[config.mk]
export PLATFORM = sky130hd
export DESIGN_NAME = tcb_uart_mgr_flat
export DESIGN_NICKNAME = d
export VERILOG_FILES = /design/src/rtl/tcb_uart_pkg.sv /design/src/rtl/tcb_if.sv /design/src/rtl/tcb_uart_mgr_arb.sv /design/src/rtl/tcb_uart_mgr.sv /design/src/flat_wrapper.sv
export SDC_FILE = /design/constraint.sdc
export NUM_CORES = 1
export LEC_CHECK = 0
export ABC_AREA = 0
export BUFFER_PORTS_ARGS = -buffer_cell sky130_fd_sc_hd__buf_2
export CAP_MARGIN = 20
export CORE_MARGIN = 2
export CORE_UTILIZATION = 30
export DETAILED_ROUTE_END_ITERATION = 12
export HOLD_SLACK_MARGIN = 0.05
export PLACE_DENSITY = 0.65
export SYNTH_ARGS = -nofsm -noshare
export SYNTH_HDL_FRONTEND = slang
export SYNTH_SLANG_ARGS = --single-unit
[constraint.sdc]
create_clock -name clk -period 3.4 [get_ports clk]
set_input_delay 0.51 -clock clk [delete_from_list [all_inputs] [get_ports clk]]
set_output_delay 0.51 -clock clk [all_outputs]
set_load 0.01 [all_outputs]
[src/rtl/tcb_uart_pkg.sv]
// rtl/tcb_uart_pkg.sv - shared TCB PHY type, UART register map and manager FSM states
package tcb_uart_pkg;

  typedef struct packed {
    int unsigned DLY;
  } tcb_phy_t;

  localparam tcb_phy_t TCB_PHY_DEF = '{DLY: 1};

  localparam logic [31:0] ADR_TX_DAT = 32'h00;
  localparam logic [31:0] ADR_TX_BDR = 32'h08;
  localparam logic [31:0] ADR_TX_IRQ = 32'h10;
  localparam logic [31:0] ADR_RX_DAT = 32'h20;
  localparam logic [31:0] ADR_RX_BDR = 32'h28;
  localparam logic [31:0] ADR_RX_SMP = 32'h2C;
  localparam logic [31:0] ADR_RX_IRQ = 32'h30;

  typedef enum logic [2:0] {CFG, IDLE, TXW, RXR, RSP, HOLD} state_t;

endpackage

[src/rtl/tcb_if.sv]
// rtl/tcb_if.sv - TCB bus interface; PHY.DLY is the request-to-response latency
interface tcb_if #(
  parameter tcb_uart_pkg::tcb_phy_t PHY = tcb_uart_pkg::TCB_PHY_DEF
) ();

  logic        vld;
  logic        rdy;
  logic        wen;
  logic [31:0] adr;
  logic [3:0]  ben;
  logic [31:0] wdt;
  logic [31:0] rdt;
  logic        sts;

  modport man (output vld, wen, adr, ben, wdt, input rdy, rdt, sts);
  modport sub (input vld, wen, adr, ben, wdt, output rdy, rdt, sts);

endinterface

[src/rtl/tcb_uart_mgr_arb.sv]
// rtl/tcb_uart_mgr_arb.sv - 2-way round-robin arbiter between TX and RX accesses
module tcb_uart_mgr_arb (
  input  logic clk,
  input  logic rst,
  input  logic req_tx,
  input  logic req_rx,
  input  logic ack,
  output logic gnt_tx,
  output logic gnt_rx
);

  logic last_rx_q;

  // on a tie the side that was not served last wins
  always_comb begin
    gnt_rx = req_rx && (!req_tx || !last_rx_q);
    gnt_tx = req_tx && !gnt_rx;
  end

  always_ff @(posedge clk) begin
    if (rst) begin
      last_rx_q <= 1'b0;
    end else if (ack && (gnt_tx || gnt_rx)) begin
      last_rx_q <= gnt_rx;
    end
  end

endmodule

[src/rtl/tcb_uart_mgr.sv]
// rtl/tcb_uart_mgr.sv - TCB manager configuring one UART and moving TX/RX stream bytes
// Optional: TCB_UART_MGR_ERR_EN enables the sticky err flag from response status.
module tcb_uart_mgr
  import tcb_uart_pkg::*;
#(
  parameter int unsigned UDW    = 8,
  parameter int unsigned TX_BDR = 4,
  parameter int unsigned RX_BDR = 4,
  parameter int unsigned RX_SMP = 2,
  parameter int unsigned TX_LVL = 1,
  parameter int unsigned RX_LVL = 0,
  parameter int unsigned HLD    = 2
) (
  input  logic           clk,
  input  logic           rst,
  tcb_if.man             tcb,
  input  logic           tx_vld,
  output logic           tx_rdy,
  input  logic [UDW-1:0] tx_dat,
  output logic           rx_vld,
  input  logic           rx_rdy,
  output logic [UDW-1:0] rx_dat,
  input  logic           irq_tx,
  input  logic           irq_rx,
  output logic           cfg_done,
  output logic           err
);

  localparam int unsigned DLY    = tcb.PHY.DLY;
  localparam logic [7:0]  DLY_M1 = (DLY == 0) ? 8'd0 : 8'(DLY - 1);
  localparam logic [7:0]  HLD_W  = 8'(HLD);

  state_t      state_q, state_d, post_rsp;
  logic [2:0]  idx_q;
  logic [7:0]  dly_q, hold_q;
  logic        vld_q, wen_q;
  logic [31:0] adr_q, wdt_q;
  logic [31:0] cfg_adr, cfg_wdt;
  logic        hs, rsp, req_tx, req_rx, gnt_tx, gnt_rx;
  logic        load_cfg, load_tx, load_rx;

  assign tcb.vld = vld_q;
  assign tcb.wen = wen_q;
  assign tcb.adr = adr_q;
  assign tcb.ben = 4'hF;
  assign tcb.wdt = wdt_q;

  assign hs     = vld_q && tcb.rdy;
  assign rsp    = (DLY == 0) ? hs : (state_q == RSP && dly_q == 8'd0);
  assign tx_rdy = (state_q == TXW) && hs;

  assign req_tx = tx_vld && irq_tx && (hold_q == 8'd0);
  assign req_rx = irq_rx && !rx_vld && (hold_q == 8'd0);

  tcb_uart_mgr_arb u_arb (
    .clk    (clk),
    .rst    (rst),
    .req_tx (req_tx),
    .req_rx (req_rx),
    .ack    (state_q == IDLE),
    .gnt_tx (gnt_tx),
    .gnt_rx (gnt_rx)
  );

  always_comb begin
    cfg_adr = ADR_TX_IRQ;
    cfg_wdt = 32'(TX_LVL);
    case (idx_q)
      3'd0: begin cfg_adr = ADR_TX_BDR; cfg_wdt = 32'(TX_BDR - 1); end
      3'd1: begin cfg_adr = ADR_RX_BDR; cfg_wdt = 32'(RX_BDR - 1); end
      3'd2: begin cfg_adr = ADR_RX_SMP; cfg_wdt = 32'(RX_SMP - 1); end
      3'd3: begin cfg_adr = ADR_RX_IRQ; cfg_wdt = 32'(RX_LVL);     end
      default: ;
    endcase
  end

  // request fields are registered, so every access spends one cycle setting up vld
  always_comb begin
    state_d  = state_q;
    post_rsp = cfg_done ? HOLD : ((idx_q == 3'd4) ? IDLE : CFG);
    load_cfg = 1'b0;
    load_tx  = 1'b0;
    load_rx  = 1'b0;
    case (state_q)
      CFG, TXW, RXR: begin
        load_cfg = (state_q == CFG) && !vld_q;
        if (hs) state_d = (DLY == 0) ? post_rsp : RSP;
      end
      IDLE: begin
        load_rx = gnt_rx;
        load_tx = gnt_tx;
        if (gnt_rx)      state_d = RXR;
        else if (gnt_tx) state_d = TXW;
      end
      RSP:     if (dly_q == 8'd0) state_d = post_rsp;
      HOLD:    if (hold_q == 8'd0) state_d = IDLE;
      default: state_d = CFG;
    endcase
  end

  always_ff @(posedge clk) begin
    if (rst) begin
      state_q  <= CFG;
      idx_q    <= 3'd0;
      dly_q    <= 8'd0;
      hold_q   <= 8'd0;
      vld_q    <= 1'b0;
      wen_q    <= 1'b0;
      adr_q    <= '0;
      wdt_q    <= '0;
      rx_vld   <= 1'b0;
      rx_dat   <= '0;
      cfg_done <= 1'b0;
    end else begin
      state_q <= state_d;
      if (load_cfg) begin
        vld_q <= 1'b1;
        wen_q <= 1'b1;
        adr_q <= cfg_adr;
        wdt_q <= cfg_wdt;
      end else if (load_tx) begin
        vld_q <= 1'b1;
        wen_q <= 1'b1;
        adr_q <= ADR_TX_DAT;
        wdt_q <= 32'(tx_dat);
      end else if (load_rx) begin
        vld_q <= 1'b1;
        wen_q <= 1'b0;
        adr_q <= ADR_RX_DAT;
      end else if (hs) begin
        vld_q <= 1'b0;
      end

      if (hs) dly_q <= DLY_M1;
      else if (state_q == RSP && dly_q != 8'd0) dly_q <= dly_q - 8'd1;

      if (rsp && !cfg_done) begin
        idx_q <= idx_q + 3'd1;
        if (idx_q == 3'd4) cfg_done <= 1'b1;
      end

      // holdoff lets the registered IRQ lines catch up with the access just done
      if (rsp && cfg_done) hold_q <= HLD_W;
      else if (state_q == HOLD && hold_q != 8'd0) hold_q <= hold_q - 8'd1;

      if (rsp && !wen_q) begin
        rx_dat <= tcb.rdt[UDW-1:0];
        rx_vld <= 1'b1;
      end else if (rx_vld && rx_rdy) begin
        rx_vld <= 1'b0;
      end
    end
  end

`ifdef TCB_UART_MGR_ERR_EN
  always_ff @(posedge clk) begin
    if (rst) err <= 1'b0;
    else if (rsp && tcb.sts != '0) err <= 1'b1;
  end
`else
  assign err = 1'b0;
`endif

endmodule

[src/flat_wrapper.sv]
// flat-port wrapper written by rule: the top's interface ports become plain ports
module tcb_uart_mgr_flat import tcb_uart_pkg::*;
#(
  parameter int unsigned UDW    = 8,
  parameter int unsigned TX_BDR = 4,
  parameter int unsigned RX_BDR = 4,
  parameter int unsigned RX_SMP = 2,
  parameter int unsigned TX_LVL = 1,
  parameter int unsigned RX_LVL = 0,
  parameter int unsigned HLD    = 2
)
  (clk, rst, tx_vld, tx_rdy, tx_dat, rx_vld, rx_rdy, rx_dat, irq_tx, irq_rx, cfg_done, err, tcb_vld, tcb_wen, tcb_adr, tcb_ben, tcb_wdt, tcb_rdy, tcb_rdt, tcb_sts);
  tcb_if tcb_i ();
  input  logic clk;
  input  logic rst;
  input  logic tx_vld;
  output logic tx_rdy;
  input  logic [UDW-1:0] tx_dat;
  output logic rx_vld;
  input  logic rx_rdy;
  output logic [UDW-1:0] rx_dat;
  input  logic irq_tx;
  input  logic irq_rx;
  output logic cfg_done;
  output logic err;
  output wire logic [$bits(tcb_i.vld)-1:0] tcb_vld;
  output wire logic [$bits(tcb_i.wen)-1:0] tcb_wen;
  output wire logic [$bits(tcb_i.adr)-1:0] tcb_adr;
  output wire logic [$bits(tcb_i.ben)-1:0] tcb_ben;
  output wire logic [$bits(tcb_i.wdt)-1:0] tcb_wdt;
  input wire logic [$bits(tcb_i.rdy)-1:0] tcb_rdy;
  input wire logic [$bits(tcb_i.rdt)-1:0] tcb_rdt;
  input wire logic [$bits(tcb_i.sts)-1:0] tcb_sts;
  assign tcb_vld = tcb_i.vld;
  assign tcb_wen = tcb_i.wen;
  assign tcb_adr = tcb_i.adr;
  assign tcb_ben = tcb_i.ben;
  assign tcb_wdt = tcb_i.wdt;
  assign tcb_i.rdy = tcb_rdy;
  assign tcb_i.rdt = tcb_rdt;
  assign tcb_i.sts = tcb_sts;
  tcb_uart_mgr #(.UDW(UDW), .TX_BDR(TX_BDR), .RX_BDR(RX_BDR), .RX_SMP(RX_SMP), .TX_LVL(TX_LVL), .RX_LVL(RX_LVL), .HLD(HLD)) u_core (.clk(clk), .rst(rst), .tcb(tcb_i), .tx_vld(tx_vld), .tx_rdy(tx_rdy), .tx_dat(tx_dat), .rx_vld(rx_vld), .rx_rdy(rx_rdy), .rx_dat(rx_dat), .irq_tx(irq_tx), .irq_rx(irq_rx), .cfg_done(cfg_done), .err(err));
endmodule
======== Word-level counts from Yosys, hierarchy flattened ========
Index checks and enable logic that the tools add are counted.
cells by class
  $add $sub $neg .......................... 3
  equality and inequality tests ........... 13
  muxes and demuxes ....................... 29
  reductions and logical operators ........ 43
operator list
  kind                 count
  $mux 32              5
  $pmux 6 s4           1
  $mux 3               6
  $logic_and 1x1->1    17
  $logic_not 8->1      2
  $reduce_bool 8->1    2
  $sub 8x1->8 const B  2
  $mux 1               13
  $eq 3x2->1 const B   4
  $pmux 3 s4           1
  $eq 3x3->1 const B   3
  $logic_not 1->1      7
  $eq 3x1->1 const B   2
  $logic_not 3->1      2
  $reduce_bool 2->1    3
  $reduce_or 2->1      3
  $mux 2               2
  $ne 2x1->1 const B   2
  $pmux 2 s2           1
  $reduce_and 4->1     1
  $reduce_bool 4->1    1
  $add 3x1->3 const B  1
  $ne 3x1->1 const B   1
  $reduce_bool 3->1    1
  4 further kinds      5
storage, ports and cells
  flip-flop bits (word level) ............. 99
  input bits .............................. 48
  logic and storage cells ................. 101

======== Longest topological paths before layout ========
  depth after elaboration ................. 10
  gate-level depth with buffers ........... 8
  depth with buffers taken out ............ 6

======== Hierarchy ========
From an unflattened synthesis, not the netlist that was laid out.
unflattened totals
  cell total of the unflattened synthesis .. 321
  area total of the unflattened synthesis .. 2,731.4 um2
by module, submodules not included
  module            instances  cells an instance  area each (um2)  sequential area each (um2)
  tcb_uart_mgr      1          314                2,666.3          920.9
  tcb_uart_mgr_arb  1          7                  65.1             20.0

======== Worst setup path before layout ========
Ideal clock, no wire load.
  path type ............................... flip-flop to flip-flop
  start point ............................. register u_core.dly_q[0]
  end point ............................... register u_core.rx_dat[0]
  setup time .............................. 0.128 ns
  arrival time ............................ 1.776 ns
  data required time ...................... 3.272 ns
  slack ................................... 1.497 ns
  cell stages (with the launch flop) ...... 9
  path buffers ............................ 2
  period minus slack after synthesis ...... 1.903 ns
  cells stage by stage .................... dfxtp_1 -> inv_1 -> ha_1 -> or3b_2 -> buf_2 -> nor4_4 -> buf_6 -> mux2i_1 -> nor2_1
between the ends
  longest elaborated chain between the ends .. 3
ends and longest elaborated chain
  item                      RTL line             RTL
  start: declaration        tcb_uart_mgr.sv:35   logic [7:0] dly_q, hold_q;
  start signal: assignment  tcb_uart_mgr.sv:135  else if (state_q == RSP && dly_q != 8'd0) dly_q <= dly_q - 8'd1;
  $logic_not 8->1           tcb_uart_mgr.sv:49   assign rsp = (DLY == 0) ? hs : (state_q == RSP && dly_q == 8'd0);
  $logic_and 1x1->1         tcb_uart_mgr.sv:49
  $logic_and 1x1->1         tcb_uart_mgr.sv:146  if (rsp && !wen_q) begin
  end signal: assignment    tcb_uart_mgr.sv:147  rx_dat <= tcb.rdt[UDW-1:0];
  end: declaration          tcb_uart_mgr.sv:22   output logic [UDW-1:0] rx_dat,
Every way passes these cells.
A chain may end at the register's enable or synchronous reset.

======== Worst setup path after layout ========
  start point ............................. register u_core.dly_q[0]
  end point ............................... register u_core.rx_dat[1]
The elaborated chain is that of the path after synthesis.

==> qor.txt <==
Number of synthesized flops with an enable pin: 0
Number of port buffers: 47
Die height: 99.8 microns
Vias per Instance: 4.64
Post-synth ARST share: 0
First-pass GRT wire length: 8800 microns
Clock Latency Late Sink: 0.30 ns
# clock sinks: 47
N_diodes: 0
Setup TNS: 0 ns
FMAX: 0.436 GHz
Mapped cell area: 2760 sq um
Setup ws final: 1.11 ns
Vias in the first global route: 1,924
Antenna violations before repair: 1
Core area: 8810 sq um
Max_cap viols: 0
Multi-input logic area: 1480 sq um
RSZ-0062 raised after global routing: false
TritonCTS buffer count: 5
VDD IR max: 240 uV
Die W: 99.8 microns
Worst setup EP type: flop
# DRC: 0
Synth top area cells: dfxtp_1, buf_4, ha_1
Area growth syn-to-layout: 6.36%
Total power draw: 1.57 mW
Status: finished, final reports clean
Tcrit/Tclk final: 0.674
Ys Warns: 0
Slew margin rel.: 0.502
Post-DP HPWL: 4100 microns
Max Root-Sink Buffers: 2
Layout cell share with drive strength beyond 1: 0.218
Synthesized area per cell: 8.83 sq um
Final Setup Violations: 0
Kind of critical path: reg2reg
Post_cts resized: 0
Worst Hold Class: in2reg
DR iter-0 viols: 53
Die area: 9970 sq um
Gpl congestion: 0.828
Least-Margin Pin Slew: 0.741 ns
Setup Fix Bufs, Post-CTS: 0
I/O Pins: 130
Post-synth cell types: 53
Number of fill cells: 924
Root Buffer: clkbuf_8
Startpoint Class: flop
Via Count: 2,145
Post-Synthesis Cells: 312
CP max FO: 9
Global route overflow: 0
Ys flop type: dfxtp_1
Cell Pwr Density: 535 nW/um^2
Sequential cell area: 941 sq um
#FFs+latches synth: 47
DRT Wirelength: 5390 microns
Slew Limit Fails: 0
Static Leak: 1.22 nW
H-tree depth: 2
CP Data Arrival Time: 2.46 ns
Routed WL per cell: 11.7 microns
Hold_buf cts: 0
Num rows: 34
TritonCTS clock tree: built
Largest net degree at the start of global routing: 28
Final net count: 410
Clock-pin slew on the worst setup and hold paths: 0.09 ns
Min Hold Slack: 0.447 ns
Register area share after synthesis: 0.342
Cell taking the most area after synthesis: dfxtp_1
GRT Total Usage: 0.106
Post-synth top area share: 0.342
Required time of the critical path: 3.56 ns
Post-layout min period: 2.29 ns
Drt first pass iters: 4
Pre-CTS setup slack: 1.07 ns
Fin. Hold Viols: 0
Worst Skew: 0.0121 ns
DRT antenna net count: 0
Starting Density: 0.313
==> through the flow <==
step,std cells,util,cell area [sq um]
6_report,462,0.333,2930
5_1_grt,462,0.333,2930
4_1_cts,462,0.333,2930
3_5_place_dp,454,0.323,2840
3_3_place_gp,454,0.323,2840
2_1_floorplan,367,-,2960
==> where the power goes <==
group	internal (mW)	leakage, nW	total, mW	switching (mW)
Clock	0.143	0.0402	0.338	0.194
Sequential	0.625	0.381	0.713	0.0884
Combinational	0.213	0.803	0.518	0.305
Total	0.981	1.22	1.57	0.588
==> synth_stat cells, types with 2 or more instances <==
library cell / n
a2111oi_0: 3
a211oi_1: 3
a21oi_1: 16
a311oi_1: 2
a31o_2: 2
a31oi_1: 6
buf_2: 5
buf_4: 57
buf_6: 2
clkbuf_1: 4
conb_1: 2
dfxtp_1: 47
ha_1: 9
inv_1: 14
mux2i_1: 10
nand2_1: 11
nand2b_1: 5
nand3_1: 11
nor2_1: 27
nor3_1: 3
nor3b_1: 2
nor3b_2: 2
nor4_1: 3
nor4_2: 2
nor4_4: 2
o21ai_0: 14
o22ai_1: 2
o31a_1: 2
o31ai_1: 2
o32ai_1: 2
or3_1: 4
or3b_2: 3
or4_1: 3
or4_4: 2
xnor2_1: 8
xor2_1: 3
==> per-layer routing <==
layer / share of wire / GRT usage / vias up / wire [microns]
met5: 0.0022 / 0 / - / 12
met4: 0.0058 / 0.0179 / 2 / 31
met3: 0.079 / 0.0292 / 4 / 425
met2: 0.44 / 0.177 / 93 / 2360
met1: 0.47 / 0.139 / 985 / 2560
li1: - / - / 1061 / -
==> critical path: stages (launching register included) <==
cell and delay (ns):
dfxtp_1 0.32, inv_1 0.11, ha_1 0.15, or3b_2 0.57, nor4_4 0.71, mux2i_1 0.26
nor2_1 0.05
==> state kept, by name, summed over array words and instances, names as in the netlist <==
register and cells:
u_core.cfg_done 1, u_core.dly_q 8, u_core.hold_q 8, u_core.idx_q 3, u_core.rx_dat 8, u_core.rx_vld 1
u_core.state_q 3, u_core.tcb.adr 4, u_core.tcb.vld 1, u_core.tcb.wdt 8, u_core.tcb.wen 1, u_core.u_arb.last_rx_q 1
==> kinds of logic after synthesis <==
| logic type | count (synthesis) | share of synthesized area |
|---|---|---|
| AND/OR/NAND/NOR | 87 | 0.190 |
| buffers and inverters | 82 | 0.197 |
| AO/OA/AOI/OAI | 63 | 0.152 |
| flip-flops | 47 | 0.342 |
| XOR/XNOR | 11 | 0.0350 |
| multiplexers | 11 | 0.0404 |
| adder cells (fa/ha/maj) | 9 | 0.0409 |
| other | 2 | 0.00273 |
==> final cells by class <==
cell class | count | share of cell area
timing repair buffer | 47 | 0.0803
clock inverter | 3 | 0.00683
clock buffer | 5 | 0.0235
sequential | 47 | 0.321
tap | 108 | 0.0461
inverter | 14 | 0.0179
multi-input combinational | 238 | 0.504
==> cell usage in the layout (no fill, tap or decap), types with 4 or more instances in the layout <==
master | synthesis | layout
inv_1 | 14 | 14
a31oi_1 | 6 | 6
clkbuf_8 | 0 | 5
buf_2 | 5 | 47
nand3_1 | 11 | 11
conb_1 | 2 | 57
or3_1 | 4 | 4
nor2_1 | 27 | 27
a21oi_1 | 16 | 16
o21ai_0 | 14 | 14
nand2_1 | 11 | 11
ha_1 | 9 | 9
nand2b_1 | 5 | 5
dfxtp_1 | 47 | 47
mux2i_1 | 10 | 10
xnor2_1 | 8 | 8
==> path summary, 6_finish.rpt <==
| kind | depth (start not counted) | startpoint | slack, ns | end |
|---|---|---|---|---|
| setup / recovery | 6 | u_core.dly_q[0] | 1.11 | u_core.rx_dat[1] |
| hold / removal | 3 | tcb_rdt[3] | 0.45 | u_core.rx_dat[3] |
| setup reg to reg | 6 | u_core.dly_q[0] | 1.11 | u_core.rx_dat[1] |
| hold reg to reg | 2 | u_core.tcb.wdt[7] | 0.47 | u_core.tcb.wdt[7] |
(Power assumes the default switching activity.)
